`config.mk`:
```
export PLATFORM = sky130hd
export DESIGN_NAME = amount_entry
export DESIGN_NICKNAME = d
export VERILOG_FILES = /design/src/rtl/amount_entry.sv
export SDC_FILE = /design/constraint.sdc
export NUM_CORES = 1
export LEC_CHECK = 0
export ABC_AREA = 1
export BUFFER_PORTS_ARGS = -buffer_cell sky130_fd_sc_hd__buf_4
export CAP_MARGIN = 20
export CORE_UTILIZATION = 43
export DETAILED_ROUTE_END_ITERATION = 10
export HOLD_SLACK_MARGIN = 0.02
export PLACE_DENSITY = 0.63
export SLEW_MARGIN = 10
export SYNTH_ARGS = -nofsm -noshare
export SYNTH_HDL_FRONTEND = slang
export SYNTH_SLANG_ARGS = --single-unit
```
`constraint.sdc`:
```
create_clock -name clk -period 5.75 [get_ports clk]
set_clock_uncertainty 0.15 [all_clocks]
set_input_delay 0.575 -clock clk [delete_from_list [all_inputs] [get_ports clk]]
set_output_delay 0.575 -clock clk [all_outputs]
set_load 0.02 [all_outputs]
```
`src/rtl/amount_entry.sv`:
```
// amount_entry: turns decoded keypad events into a validated charge amount.
// The user types up to two BCD digits, and confirm checks them against MAX_VALUE.
// An accepted amount is handed off with a one-cycle strobe. The current entry is
// shown on the BCD display outputs.
module amount_entry #(
  parameter int MAX_VALUE   = 20,
  parameter int TIMEOUT_CYC = 100000000,
  parameter int TO_W        = 27
) (
  input  logic       clk,
  input  logic       reset,
  input  logic [3:0] key_value,
  input  logic       press_num,
  input  logic       start,
  input  logic       clear,
  input  logic       confirm,
  output logic [3:0] digit_tens,
  output logic [3:0] digit_ones,
  output logic [1:0] digit_cnt,
  output logic       entry_active,
  output logic       amount_valid,
  output logic [6:0] amount_out,
  output logic       err
);

  typedef enum logic [1:0] {
    S_IDLE  = 2'b00,
    S_ENTRY = 2'b01,
    S_DONE  = 2'b10
  } state_t;

  localparam logic [6:0]      MAX_AMT = 7'(MAX_VALUE);
  localparam logic [TO_W-1:0] TO_LAST = TO_W'(TIMEOUT_CYC - 1);

  state_t          state, state_nx;
  logic [3:0]      tens_nx, ones_nx;
  logic [1:0]      cnt_nx;
  logic [6:0]      amount_nx;
  logic            valid_nx, err_nx;
  logic [TO_W-1:0] to_cnt, to_nx;
  logic            key_event;
  logic [6:0]      value;

  // tens*10 + ones, where tens*10 is built as (tens<<3) + (tens<<1).
  function automatic logic [6:0] bcd_to_bin(input logic [3:0] t, input logic [3:0] o);
    return ({3'b000, t} << 3) + ({3'b000, t} << 1) + {3'b000, o};
  endfunction

  assign key_event    = press_num | start | clear | confirm;
  assign value        = bcd_to_bin(digit_tens, digit_ones);
  assign entry_active = (state == S_ENTRY);

  // Next-state and next-output logic; event priority is clear > confirm > start > digit.
  always_comb begin
    state_nx  = state;
    tens_nx   = digit_tens;
    ones_nx   = digit_ones;
    cnt_nx    = digit_cnt;
    amount_nx = amount_out;
    valid_nx  = 1'b0;
    err_nx    = 1'b0;
    to_nx     = '0;
    case (state)
      S_IDLE: begin
        if (start) begin
          state_nx = S_ENTRY;
          tens_nx  = 4'd0;
          ones_nx  = 4'd0;
          cnt_nx   = 2'd0;
        end
      end
      S_ENTRY: begin
        if (clear || start) begin
          tens_nx = 4'd0;
          ones_nx = 4'd0;
          cnt_nx  = 2'd0;
        end
        if (!clear && confirm) begin
          if (digit_cnt == 2'd0 || value == 7'd0 || value > MAX_AMT) begin
            err_nx  = 1'b1;
            tens_nx = 4'd0;
            ones_nx = 4'd0;
            cnt_nx  = 2'd0;
          end else begin
            state_nx  = S_DONE;
            amount_nx = value;
            valid_nx  = 1'b1;
          end
        end else if (!clear && !start && press_num) begin
          // Out-of-range keys and a third digit are silently dropped.
          if (key_value <= 4'd9 && digit_cnt < 2'd2) begin
            tens_nx = digit_ones;
            ones_nx = key_value;
            cnt_nx  = digit_cnt + 2'd1;
          end
        end
        // Any key event restarts the inactivity window; otherwise count toward abandon.
        if (!key_event) begin
          if (to_cnt == TO_LAST) begin
            state_nx = S_IDLE;
            tens_nx  = 4'd0;
            ones_nx  = 4'd0;
            cnt_nx   = 2'd0;
          end else begin
            to_nx = to_cnt + 1'b1;
          end
        end
      end
      S_DONE: begin
        if (clear) begin
          state_nx  = S_IDLE;
          amount_nx = 7'd0;
          tens_nx   = 4'd0;
          ones_nx   = 4'd0;
          cnt_nx    = 2'd0;
        end else if (start) begin
          state_nx = S_ENTRY;
          tens_nx  = 4'd0;
          ones_nx  = 4'd0;
          cnt_nx   = 2'd0;
        end
      end
      default: begin
        state_nx = S_IDLE;
        tens_nx  = 4'd0;
        ones_nx  = 4'd0;
        cnt_nx   = 2'd0;
      end
    endcase
  end

  // Register state and every output; reset overrides any key event in the same cycle.
  always_ff @(posedge clk) begin
    if (reset) begin
      state        <= S_IDLE;
      digit_tens   <= 4'd0;
      digit_ones   <= 4'd0;
      digit_cnt    <= 2'd0;
      amount_out   <= 7'd0;
      amount_valid <= 1'b0;
      err          <= 1'b0;
      to_cnt       <= '0;
    end else begin
      state        <= state_nx;
      digit_tens   <= tens_nx;
      digit_ones   <= ones_nx;
      digit_cnt    <= cnt_nx;
      amount_out   <= amount_nx;
      amount_valid <= valid_nx;
      err          <= err_nx;
      to_cnt       <= to_nx;
    end
  end

endmodule
```
* After elaboration in Yosys (flattened, before gate mapping)
Cells that the tools add are included.
Cells by class: multiplexer cells 43, reductions and logical operators 16, add/subtract/negate cells 4, $lt $le $gt $ge 3, bitwise operators 5, eq/ne operators 6
Operators with widths (count):
- 2-to-1 mux 4 bit | 18
- 2-to-1 mux 2 bit | 15
- adder 27 x 1 -> 27 bit, second input constant | 1
- equality test 27 bit, second input constant | 1
- one-hot mux 4 bit (3 select lines) | 2
- 2-to-1 mux 7 bit | 3
- one-hot mux 7 bit (2 select lines) | 1
- one-hot mux 2 bit (3 select lines) | 2
- adder 7 x 4 -> 7 bit | 1
- adder 7 x 5 -> 7 bit | 1
- > comparator 7 x 5 -> 1 bit, second input constant | 1
- zero test 7 bit | 1
- less-or-equal comparator 4 bit, second input constant | 1
- logical AND 1 bit | 4
- zero test 2 bit | 2
- != test 2 bit, second input constant | 2
- AND reduction 4 bit | 1
- OR reduction 4 bit | 1
- logical OR 1 bit | 3
- bitwise OR 1 bit | 3
- OR reduction 3 bit | 1
- adder 2 x 1 -> 2 bit, second input constant | 1
- equality test 2 x 1 -> 1 bit, second input constant | 1
- equality test 2 bit, second input constant | 1
- other kinds (6) | 9
Word-level totals: register bits after elaboration 48, word-level logic and storage cells 85, input port bits 10, output and inout bits 20

* Depth between registers and ports, before layout
Gate-level depths: netlist (run 1).
depth after elaboration 10, gate-level depth with buffers 16

* Worst setup path after synthesis (run 1)
Ideal clock, no wire load.
path kind reg2reg, start register digit_tens[0], end register digit_ones[2], path buffers 1, setup time 0.071 ns, data required time 5.529 ns, stages on the path, launching flop included 13, path slack 3.083 ns, data arrival time 2.447 ns, clock period less this slack 2.667 ns, path through dfxtp_1 > fa_1 > inv_1 > fa_1 > nand2_1 > nand3_1 > nor2_1 > nor2_1 > nand4_2 > nor2_2 > buf_6 > nand2_1 > a21oi_1
On the way: cells in the longest elaborated chain, start to end 10, elaborated cells between the ends (all ways) 11, classes of those cells 2 x add/sub; 1 x order compare; 5 x mux; 3 x reduce/logical
RTL lines:
- start: declaration | line 17 | output logic [3:0] digit_tens,
- start signal: assignment | line 145 | digit_tens <= tens_nx;
- adder 7 x 5 -> 7 bit (*) | line 46 | return ({3'b000, t} << 3) + ({3'b000, t} << 1) + {3'b000, o};
- adder 7 x 4 -> 7 bit (*) | line 46
- branches (longest 2 deep; another with > comparator 7 x 5 -> 1 bit)
- logical OR 1 bit (*) | line 79 | if (digit_cnt == 2'd0 || value == 7'd0 || value > MAX_AMT) begin
- 2-to-1 mux 4 bit (*) | line 79
- 2-to-1 mux 4 bit (*) | line 78 | if (!clear && confirm) begin
- 2-to-1 mux 4 bit | line 99 | if (to_cnt == TO_LAST) begin
- 2-to-1 mux 4 bit (*) | line 98 | if (!key_event) begin
- one-hot mux 4 bit (3 select lines) (*) | line 63 | case (state)
- end signal: assignment | line 146 | digit_ones <= ones_nx;
- end: declaration | line 18 | output logic [3:0] digit_ones,
Mark *: on every way between the ends. A chain may end at the register's enable or synchronous reset.

* Worst setup path after layout (run 1)
start register digit_tens[0], end register amount_out[1]
On the way: cells in the longest elaborated chain, start to end 7, elaborated cells between the ends (all ways) 11, classes of those cells 2 x add/sub; 1 x order compare; 1 x eq/ne; 3 x mux; 4 x reduce/logical
RTL lines:
- adder 7 x 5 -> 7 bit (*) | line 46
- adder 7 x 4 -> 7 bit (*) | line 46
- branches (longest 5 deep; another with > comparator 7 x 5 -> 1 bit)
- end signal: assignment | line 148 | amount_out <= amount_nx;
- end: declaration | line 22 | output logic [6:0] amount_out,
Mark *: on every way between the ends. The select of a mux whose other input is x is not followed.

==> flow_metrics.env, run 1 <==
export IMPL_status="finished, final reports clean"
export IMPL_synth_top_area_share_pct=34.63
export IMPL_cts_sinks=48
export IMPL_antenna_found_initial=0
export IMPL_relSlewSlack_pct=64.75
export IMPL_path_buf_inv=2
export IMPL_grt_start_max_net_pins=19
export IMPL_required_ps=5850
export IMPL_hold_class="reg -> reg"
export IMPL_ctsHoldBuffers=0
export IMPL_synth_distinct_cells=35
export IMPL_post_cts_setup_buffer_count=0
export IMPL_final_nets=470
export IMPL_cts_clk_slew_worst_paths_ps=100
export IMPL_fin_ws_ps=2728
export IMPL_synth_common_cells="nand2_1 (86), nor2_1 (68), inv_1 (66)"
export IMPL_clkLatencyLatePin_ps=310
export IMPL_synth_area_leaders="dfxtp_1 (35%), nand2_1 (12%), nor2_1 (9.2%), inv_1 (8.9%), nand3_1 (6.5%)"
export IMPL_cts_resized=0
export IMPL_grt_busiest_layer="met2"
export IMPL_fin_crit_sh_pct=52.56
export IMPL_cp_end_kind="flip-flop"
export IMPL_vias=2629
export IMPL_grtUsageTotal_pct=19.86
export IMPL_final_cells=525
export IMPL_use_met2_pct=33.55
export IMPL_io_pins=30
export IMPL_dp_hpwl_mm=4.749
export IMPL_powerDensity_mw_per_mm2=201.1
export IMPL_worstMarginPinSlew_ps=528.1
export IMPL_area_growth_pct=13.84
export IMPL_htreeDepth=2
export IMPL_critPathKind="reg -> reg"
export IMPL_synth_cell_area_mm2=0.002775
export IMPL_yosys_area_top_type="dfxtp_1"
export IMPL_drt_initial_drc_count=196
export IMPL_tns_ps=0
export IMPL_rsz0062_at_grt="no"
export IMPL_yosys_most_used_dff="dfxtp_1"
export IMPL_row_count=28
export IMPL_path_common_cell="nor2_1"
export IMPL_finalWeightedCongestion=0.8487
export IMPL_synth_edff_count=0
export IMPL_path_max_fanout=11
export IMPL_hold_viol_final=0
export IMPL_initial_core_util_pct=45.79
export IMPL_via_per_inst=5.008
export IMPL_die_w_um=82.34
export IMPL_cts_buffers=5
export IMPL_drcViolationCount=0
export IMPL_ir_drop_mv=0.1463
export IMPL_tritoncts="yes"
export IMPL_place_inst=517
export IMPL_dieArea_mm2=0.006779
export IMPL_grt_overflow=0
export IMPL_p_leak_nw=1.317
export IMPL_grt_first_pass_wirelength_mm=10.27
export IMPL_avgSynthCellArea_um2=6.608
export IMPL_synth_nets=441
export IMPL_drt_antenna_violating_nets=0
export IMPL_syn_inst=420
export IMPL_pre_cts_ws_ps=2753
export IMPL_synth_most_common_cell="nand2_1"
export IMPL_drv_slew=0
export IMPL_ys_ff_latch=48
export IMPL_path_cells="fa_1 > inv_1 > fa_1 > inv_1 > nor2_1 > nor2_1 > nor2_1 > nand4_2 > nor2_2 > nand2_1 > a21oi_1"
export IMPL_avgRoutedWirePerCell_um=11.84
export IMPL_timing_hold_ws_ps=293.5
export IMPL_fmax_mhz=330.9
export IMPL_layout_min_cycle_time_ps=3022
export IMPL_cts_root_buf="clkbuf_8"
export IMPL_async_flop_share_pct=0
export IMPL_grt_pass1_vias=2287
export IMPL_port_buffers=29
export IMPL_setup_viol=0
export IMPL_maxCapViolCount=0
export IMPL_arrival_ps=3120
export IMPL_critical_path_top_delay_family="adder cells"
export IMPL_drt_total_wl_mm=6.217
export IMPL_drive_above_1_share_pct=12.44
export IMPL_max_stage_delay_ps=580
export IMPL_fp_dieH_um=82.34
export IMPL_crit_path_start_kind="flip-flop"
export IMPL_cts_buffer_depth=2
export IMPL_n_antenna_cell=0
export IMPL_coreArea_mm2=0.006061
export IMPL_yosysWarnings=0
export IMPL_grtUsageMet3_pct=4.066
export IMPL_use_met1_pct=25.47
export IMPL_firstDrtPassIters=4
export IMPL_seq_area_frac_synth_pct=34.63
export IMPL_crit_slowest_cell="fa_1"
==> final timing paths <==
kind / depth (start not counted) / end / slack [ps] / startpoint
max: 11 / amount_out[1]$_SDFFE_PP0P_ / 2730 / digit_tens[0]$_SDFF_PP0_
min: 2 / amount_out[5]$_SDFFE_PP0P_ / 290 / amount_out[5]$_SDFFE_PP0P_
max reg2reg: 11 / amount_out[1]$_SDFFE_PP0P_ / 2730 / digit_tens[0]$_SDFF_PP0_
min reg2reg: 2 / amount_out[5]$_SDFFE_PP0P_ / 290 / amount_out[5]$_SDFFE_PP0P_
==> where the power goes <==
| part | switching (W) | internal (W) |
|---|---|---|
| Sequential | 0.00000125 | 0.000334 |
| Combinational | 0.0000307 | 0.0000146 |
| Clock | 0.000123 | 0.000131 |
| Total | 0.000155 | 0.000480 |
==> worst reg2reg max path, stage by stage, from the launching register on <==
cell	delay, ps
dfxtp_1	360
fa_1	580
inv_1	70
fa_1	580
inv_1	50
nor2_1	100
nor2_1	50
nor2_1	160
nand4_2	150
nor2_2	450
nand2_1	100
a21oi_1	150
==> registers in the layout (all words and copies together), names as in the netlist <==
name and count:
amount_valid 1, err 1, digit_ones 4, amount_out 7, to_cnt 27, digit_tens 4
state 2, digit_cnt 2
==> layout make-up <==
cell class              count  area (um^2)
repair buffers             29        217.7
well taps                  75        93.84
inverters                  68        255.2
flip-flops and latches     48        960.9
clock inverters             3        46.29
fillers                   631         2902
clock buffers               5        68.82
multi-input cells         297         1516
==> placed cells by master (no fill, tap or decap), types with 9 or more instances in the layout <==
cell type / count
nand3_1: 36
buf_4: 29
inv_1: 66
o21ai_0: 19
ha_1: 9
a21oi_1: 29
nand2_1: 86
nor2_1: 68
dfxtp_1: 48
==> cells by family after synthesis <==
logic type               share of synthesized area [%]
AO/OA/AOI/OAI                                    10.37
XOR/XNOR                                         2.209
adder cells (fa/ha/maj)                          5.501
buffers and inverters                            10.73
flip-flops                                       34.63
AND/OR/NAND/NOR                                  36.56
==> metrics by stage <==
stage	util [%]	instance area [um^2]	total power (W)
after floorplan	-	2775	0.0003713
after global routing	52.13	3159	0.0006603
final	52.13	3159	0.0006354
after detailed placement	50.23	3044	0.0003881
after global placement	50.23	3044	0.0003883
after CTS	52.13	3159	0.0006410
==> metal layers <==
layer	routed length (um)	part of all wire [%]
met5	0	0
met1	2918	47
met4	64	1.0
met2	2903	47
met3	330	5.3
Note: power is estimated with default switching activity, not from simulation.
==> run 2, diff against run 1 <==
- ABC_AREA: 1 -> 0
- PLACE_DENSITY: 0.63 -> 0.67
- clock period: 5.75 -> 2.55 ns (I/O delays scaled with it)
==> run 2 against run 1 <==
Compared with the run above:
- the flow now finishes with violations (setup timing)
- clock power up 82%
- wire length down 22%
- area after synthesis down 17%
- die area down 17%
- cell count down 28%
- highest routed layer unchanged
==> flow_metrics.env, run 2 <==
export IMPL_status="finished, violations left"
export IMPL_violations="setup timing"
export IMPL_avgSynthCellArea_um2=9.065
export IMPL_cts_clk_slew_worst_paths_ps=90
export IMPL_worstMarginPinSlew_ps=496.5
export IMPL_maxCapViolCount=0
export IMPL_vias=1896
export IMPL_layout_common_cells="buf_4 (49), nor2_1 (44), dfxtp_1 (44)"
export IMPL_cts_sinks=48
export IMPL_area_growth_pct=28.86
export IMPL_hold_class="in -> reg"
export IMPL_crit_path_start_kind="flip-flop"
export IMPL_drive_above_1_share_pct=29.64
export IMPL_via_per_inst=5.029
export IMPL_cp_end_kind="flip-flop"
export IMPL_final_nets=327
export IMPL_seq_area_frac_synth_pct=41.90
export IMPL_path_max_fanout=8
export IMPL_fmax_mhz=355.8
export IMPL_max_stage_delay_ps=580
export IMPL_initial_core_util_pct=44.90
export IMPL_synth_nets=274
export IMPL_layout_min_cycle_time_ps=2810
export IMPL_row_count=26
export IMPL_holdPathStages=2
export IMPL_tns_ps=-3863
export IMPL_coreArea_mm2=0.005107
export IMPL_grt_pass1_vias=1757
export IMPL_yosys_most_used_dff="dfxtp_1"
export IMPL_crit_slowest_cell="fa_1"
export IMPL_cts_buffer_depth=2
export IMPL_largest_reg_flops=27
export IMPL_grtUsageTotal_pct=19.00
export IMPL_arrival_ps=2850
export IMPL_hp_start="key_value[2]"
export IMPL_layout_commonest_cell="buf_4"
export IMPL_n_antenna_cell=0
export IMPL_p_leak_nw=1.195
export IMPL_required_ps=2590
export IMPL_io_pins=30
export IMPL_die_w_um=75.03
export IMPL_drt_antenna_violating_nets=0
export IMPL_synth_common_cells="dfxtp_1 (48), nor2_1 (44), xor2_1 (20)"
export IMPL_clkLatencyLatePin_ps=300
export IMPL_yosysWarnings=0
export IMPL_min_delay_worst_endpoint="digit_ones[2]$_SDFF_PP0_"
export IMPL_synth_edff_count=0
export IMPL_drcViolationCount=0
export IMPL_synth_top_area_share_pct=41.90
export IMPL_synth_cell_area_mm2=0.002293
export IMPL_top_register="to_cnt"
export IMPL_fin_ws_ps=-260.5
export IMPL_cts_buffers=5
export IMPL_port_buffers=29
export IMPL_largestRegisters="to_cnt: 27 flops, amount_out: 7 flops"
export IMPL_avgRoutedWirePerCell_um=12.88
export IMPL_setup_viol=21
export IMPL_critPathKind="reg -> reg"
export IMPL_pre_cts_ws_ps=-365.0
export IMPL_htreeDepth=2
export IMPL_powerDensity_mw_per_mm2=431.5
export IMPL_final_cells=377
export IMPL_stdcell_area_mm2=0.002955
export IMPL_dieArea_mm2=0.005630
export IMPL_async_flop_share_pct=0
export IMPL_power_w=0.001275
export IMPL_grt_start_max_net_pins=28
export IMPL_fin_crit_sh_pct=110.2
export IMPL_hold_viol_final=0
export IMPL_cts_root_buf="clkbuf_8"
export IMPL_drv_slew=0
export IMPL_r2r_end="digit_cnt[0]$_SDFF_PP0_"
export IMPL_place_inst=363
export IMPL_firstDrtPassIters=4
export IMPL_post_dp_cell_area_mm2=0.002743
export IMPL_reg2reg_setup_slack_ps=-260
export IMPL_antenna_found_initial=0
export IMPL_finalWeightedCongestion=0.8894
export IMPL_drt_initial_drc_count=82
export IMPL_syn_inst=253
export IMPL_fp_dieH_um=75.03
export IMPL_path_cells="fa_1 > inv_2 > fa_2 > nand2b_4 > a21oi_4 > xor2_4 > nor4_4 > a21o_4 > mux2_4"
export IMPL_grt_overflow=0
export IMPL_tritoncts="yes"
export IMPL_yosys_area_top_type="dfxtp_1"
export IMPL_relSlewSlack_pct=66.64
export IMPL_synth_distinct_cells=42
export IMPL_rr_worst_depth=9
export IMPL_synth_area_leaders="dfxtp_1 (42%), xor2_1 (7.6%), nor2_1 (7.2%), ha_1 (4.9%), nand2_1 (3.1%)"
export IMPL_synth_most_common_cell="dfxtp_1"
export IMPL_drt_total_wl_mm=4.855
export IMPL_rsz0062_at_grt="yes"
export IMPL_ys_ff_latch=48
export IMPL_crit_start="digit_ones[3]$_SDFF_PP0_"
export IMPL_timing_rr_start="digit_ones[3]$_SDFF_PP0_"
export IMPL_grt_first_pass_wirelength_mm=7.962
export IMPL_ir_drop_mv=0.3975
export IMPL_dp_hpwl_mm=3.697
-- run 2: changes by cell type in the layout (fill, tap and decap cells not counted), sizes merged, moves of 6 or more --
cell	change
nand2	-72
inv	-58
nand3	-31
nor2	-27
buf	+20
o21ai	-20
a21oi	-19
xor2	+15
a22o	+8
xnor2	+6
-- run 2: layer usage --
metal / track usage (%) / vias up / part of all wire, %
li1: - / 977 / -
met1: 23.58 / 873 / 46
met2: 32.53 / 39 / 49
met3: 4.552 / 7 / 4.0
met4: 6.080 / 0 / 1.3
met5: 0 / - / 0
-- run 2: kinds of logic (layout without fill, tap and decap cells) --
group,Yosys count,count (layout),share of synthesized area [%]
xor+xnor,28,28,10.69
buf+inv,15,69,2.509
fa+ha+maj,11,11,6.656
flops,48,48,41.90
simple gates,118,118,27.11
mux,1,1,0.6545
compound gates,32,32,10.48
-- run 2: repair_timing --
| action | CTS | global route |
|---|---|---|
| endpoints found under the hold margin | 1 | 1 |
| pin swaps | 9 | 6 |
| setup buffers | 3 | 1 |
| gates resized for setup | 9 | 3 |
| endpoints found under the setup margin | 21 | 21 |
| hold buffers | 1 | 1 |
-- run 2: metrics by stage --
step | hold WS (ps) | utilization [%]
CTS | 22.33 | 57.28
floorplan | 241.0 | -
global placement | 297.8 | 53.70
global route | 74.04 | 57.86
finish | 79.77 | 57.86
detailed placement | 303.0 | 53.70
-- run 2: area by class of cell --
cell class                 count  area, um^2
sequential                    48       968.4
inverter                      10       37.54
multi-input combinational    190        1381
fill                         465        2152
clock buffer                   6       82.58
tap                           70       87.58
timing repair buffer          51       387.9
clock inverter                 2       10.01
-- run 2: how the worst max path moves through the flow --
stage	end	slack [ps]	cells after the start
2_1_floorplan	digit_cnt[0]$_SDFF_PP0_	-250	9
3_3_place_gp	digit_cnt[0]$_SDFF_PP0_	-280	9
3_5_place_dp	amount_out[3]$_SDFFE_PP0P_	-370	9
4_1_cts	digit_cnt[0]$_SDFF_PP0_	-270	9
5_1_grt	digit_cnt[1]$_SDFF_PP0_	-350	11
6_report	digit_cnt[0]$_SDFF_PP0_	-260	9
-- run 2: where the power goes --
group / total [W] / leakage [nW] / switching [W] / internal, W
Clock: 0.000463 / 0.0510 / 0.000246 / 0.000217
Combinational: 0.0000609 / 0.755 / 0.0000338 / 0.0000271
Sequential: 0.000751 / 0.389 / 0.00000151 / 0.000750
Total: 0.00128 / 1.20 / 0.000282 / 0.000993
-- run 2: worst max-delay path, delay by kind of cell, from the launching register on --
kind,cells,cell delay (ps)
simple gates,2,260
xor+xnor,1,230
flops,1,340
buf+inv,1,50
fa+ha+maj,2,940
mux,1,260
compound gates,2,450
==> run 3, diff against run 2 <==
- CTS_BUF_LIST: unset -> sky130_fd_sc_hd__clkbuf_2
==> run 3 against run 2 <==
Compared with the run above:
- sequential power up 0.5%
- largest cell class unchanged
- wire length grew 1.7%
- clock power fell by 36%
- the run still ends with setup timing left
- cell area decreased by 1.1%
- critical path depth did not move
- largest power group unchanged
- die area unchanged
- first-iteration DRC count shrank 8.5%
- worst hold slack worse by 42 ps
- flip-flop and latch count unchanged
- setup slack lost 40 ps
==> flow_metrics.env, run 3 (synthesis results as in run 2) <==
export IMPL_maxCapViolCount=0
export IMPL_fp_dieH_um=75.03
export IMPL_powerDensity_mw_per_mm2=381.2
export IMPL_final_cells=380
export IMPL_layout_commonest_cell="buf_4"
export IMPL_hold_class="in -> reg"
export IMPL_ir_drop_mv=0.2224
export IMPL_layout_min_cycle_time_ps=2851
export IMPL_avgRoutedWirePerCell_um=12.99
export IMPL_worstMarginPinSlew_ps=505.3
export IMPL_status="finished, violations left"
export IMPL_pre_cts_ws_ps=-365.0
export IMPL_fmax_mhz=350.8
export IMPL_rsz0062_at_grt="yes"
export IMPL_power_w=0.001114
export IMPL_grt_first_pass_wirelength_mm=8.031
export IMPL_fin_crit_sh_pct=111.8
export IMPL_crit_slowest_cell="fa_1"
export IMPL_tritoncts="yes"
export IMPL_via_per_inst=5.024
export IMPL_port_buffers=29
export IMPL_arrival_ps=3020
export IMPL_drv_slew=0
export IMPL_place_inst=363
export IMPL_critical_path_top_delay_family="adder cells"
export IMPL_final_nets=330
export IMPL_io_pins=30
export IMPL_grtUsageTotal_pct=19.12
export IMPL_grt_start_max_net_pins=28
export IMPL_post_route_util_pct=57.23
export IMPL_coreArea_mm2=0.005107
export IMPL_path_buf_inv=1
export IMPL_required_ps=2720
export IMPL_relSlewSlack_pct=66.06
export IMPL_critPathKind="reg -> reg"
export IMPL_cp_end_kind="flip-flop"
export IMPL_drt_antenna_violating_nets=0
export IMPL_die_w_um=75.03
export IMPL_drt_initial_drc_count=75
export IMPL_top_register="to_cnt"
export IMPL_path_cells="fa_1 > inv_2 > fa_2 > nand2b_4 > a21oi_4 > xor2_4 > nor4_4 > a21o_4 > mux2_4"
export IMPL_cts_buffer_depth=2
export IMPL_cts_buffers=5
export IMPL_drt_total_wl_mm=4.936
export IMPL_grt_overflow=0
export IMPL_p_leak_nw=1.177
export IMPL_area_growth_pct=27.44
export IMPL_grt_pass1_vias=1787
export IMPL_max_stage_delay_ps=580
export IMPL_largest_reg_flops=27
export IMPL_row_count=26
export IMPL_finalWeightedCongestion=0.8894
export IMPL_drcViolationCount=0
export IMPL_largestRegisters="to_cnt: 27 flops, amount_out: 7 flops"
export IMPL_cts_root_buf="clkbuf_2"
export IMPL_fin_ws_ps=-300.6
export IMPL_hold_viol_final=0
export IMPL_path_max_fanout=8
export IMPL_layout_common_cells="buf_4 (49), nor2_1 (44), dfxtp_1 (44)"
export IMPL_violations="setup timing"
export IMPL_cts_clk_slew_worst_paths_ps=250
export IMPL_vias=1909
export IMPL_dp_hpwl_mm=3.697
export IMPL_drive_above_1_share_pct=28.71
export IMPL_htreeDepth=2
export IMPL_crit_path_start_kind="flip-flop"
export IMPL_setup_viol=21
export IMPL_clkLatencyLatePin_ps=430
export IMPL_firstDrtPassIters=4
export IMPL_cts_sinks=48
export IMPL_dieArea_mm2=0.005630
export IMPL_initial_core_util_pct=44.90
export IMPL_antenna_found_initial=0
export IMPL_n_antenna_cell=0
-- run 3: cell count changes in the layout (fill, tap and decap cells not counted), sizes merged --
cell	previous run	this run
clkbuf	6	5
clkinv	2	3
dlygate4sd3	2	5
-- run 3: cell type report --
class,count,area [um^2]
Clock buffer,5,25.02
Clock inverter,3,13.76
Fill cell,473,2185
Inverter,10,37.54
Multi-Input combinational cell,190,1373
Sequential cell,48,968.4
Tap cell,70,87.58
Timing Repair Buffer,54,417.9
-- run 3: path summary, 6_finish.rpt --
check        cells past startpoint  slack, ps                       start                         end
min                              4         40                       clear  amount_out[4]$_SDFFE_PP0P_
max                              9       -300    digit_ones[3]$_SDFF_PP0_     digit_cnt[0]$_SDFF_PP0_
max reg2reg                      9       -300    digit_ones[3]$_SDFF_PP0_     digit_cnt[0]$_SDFF_PP0_
min reg2reg                      2        320  amount_out[4]$_SDFFE_PP0P_  amount_out[4]$_SDFFE_PP0P_
-- run 3: worst min-delay path: stages --
cell     delay, ps
buf_4          120
a21oi_1        110
nand2_1         70
o21ai_1         50
-- run 3: routing by layer --
layer | global-route usage (%) | wire length (um) | share of wire [%]
met1 | 23.60 | 2278 | 46
met2 | 33.63 | 2406 | 49
met3 | 4.284 | 194 | 3.9
met4 | 5.031 | 57 | 1.2
met5 | 0 | 0 | 0
-- run 3: power breakdown --
part,internal [W],switching (W)
combinational,0.0000299,0.0000344
sequential,0.000753,0.00000153
clock,0.0000616,0.000234
total,0.000845,0.000270
-- run 3: per-stage QoR --
| step | hold slack (ps) | setup TNS (ps) | area, um^2 |
|---|---|---|---|
| 2_1_floorplan | 241.0 | -3442 | 2337 |
| 3_3_place_gp | 297.8 | -4267 | 2743 |
| 3_5_place_dp | 303.0 | -5610 | 2743 |
| 4_1_cts | 25.57 | -4694 | 2912 |
| 5_1_grt | 30.24 | -7709 | 2923 |
| 6_report | 38.09 | -4817 | 2923 |
-- run 3: repair_timing --
item                                    CTS  global route
pin swaps                                 9             1
hold endpoints to repair                  8             0
hold buffers                              5             0
buffers inserted                          3             1
endpoints found under the setup margin   21            21
resized for setup                         9             1
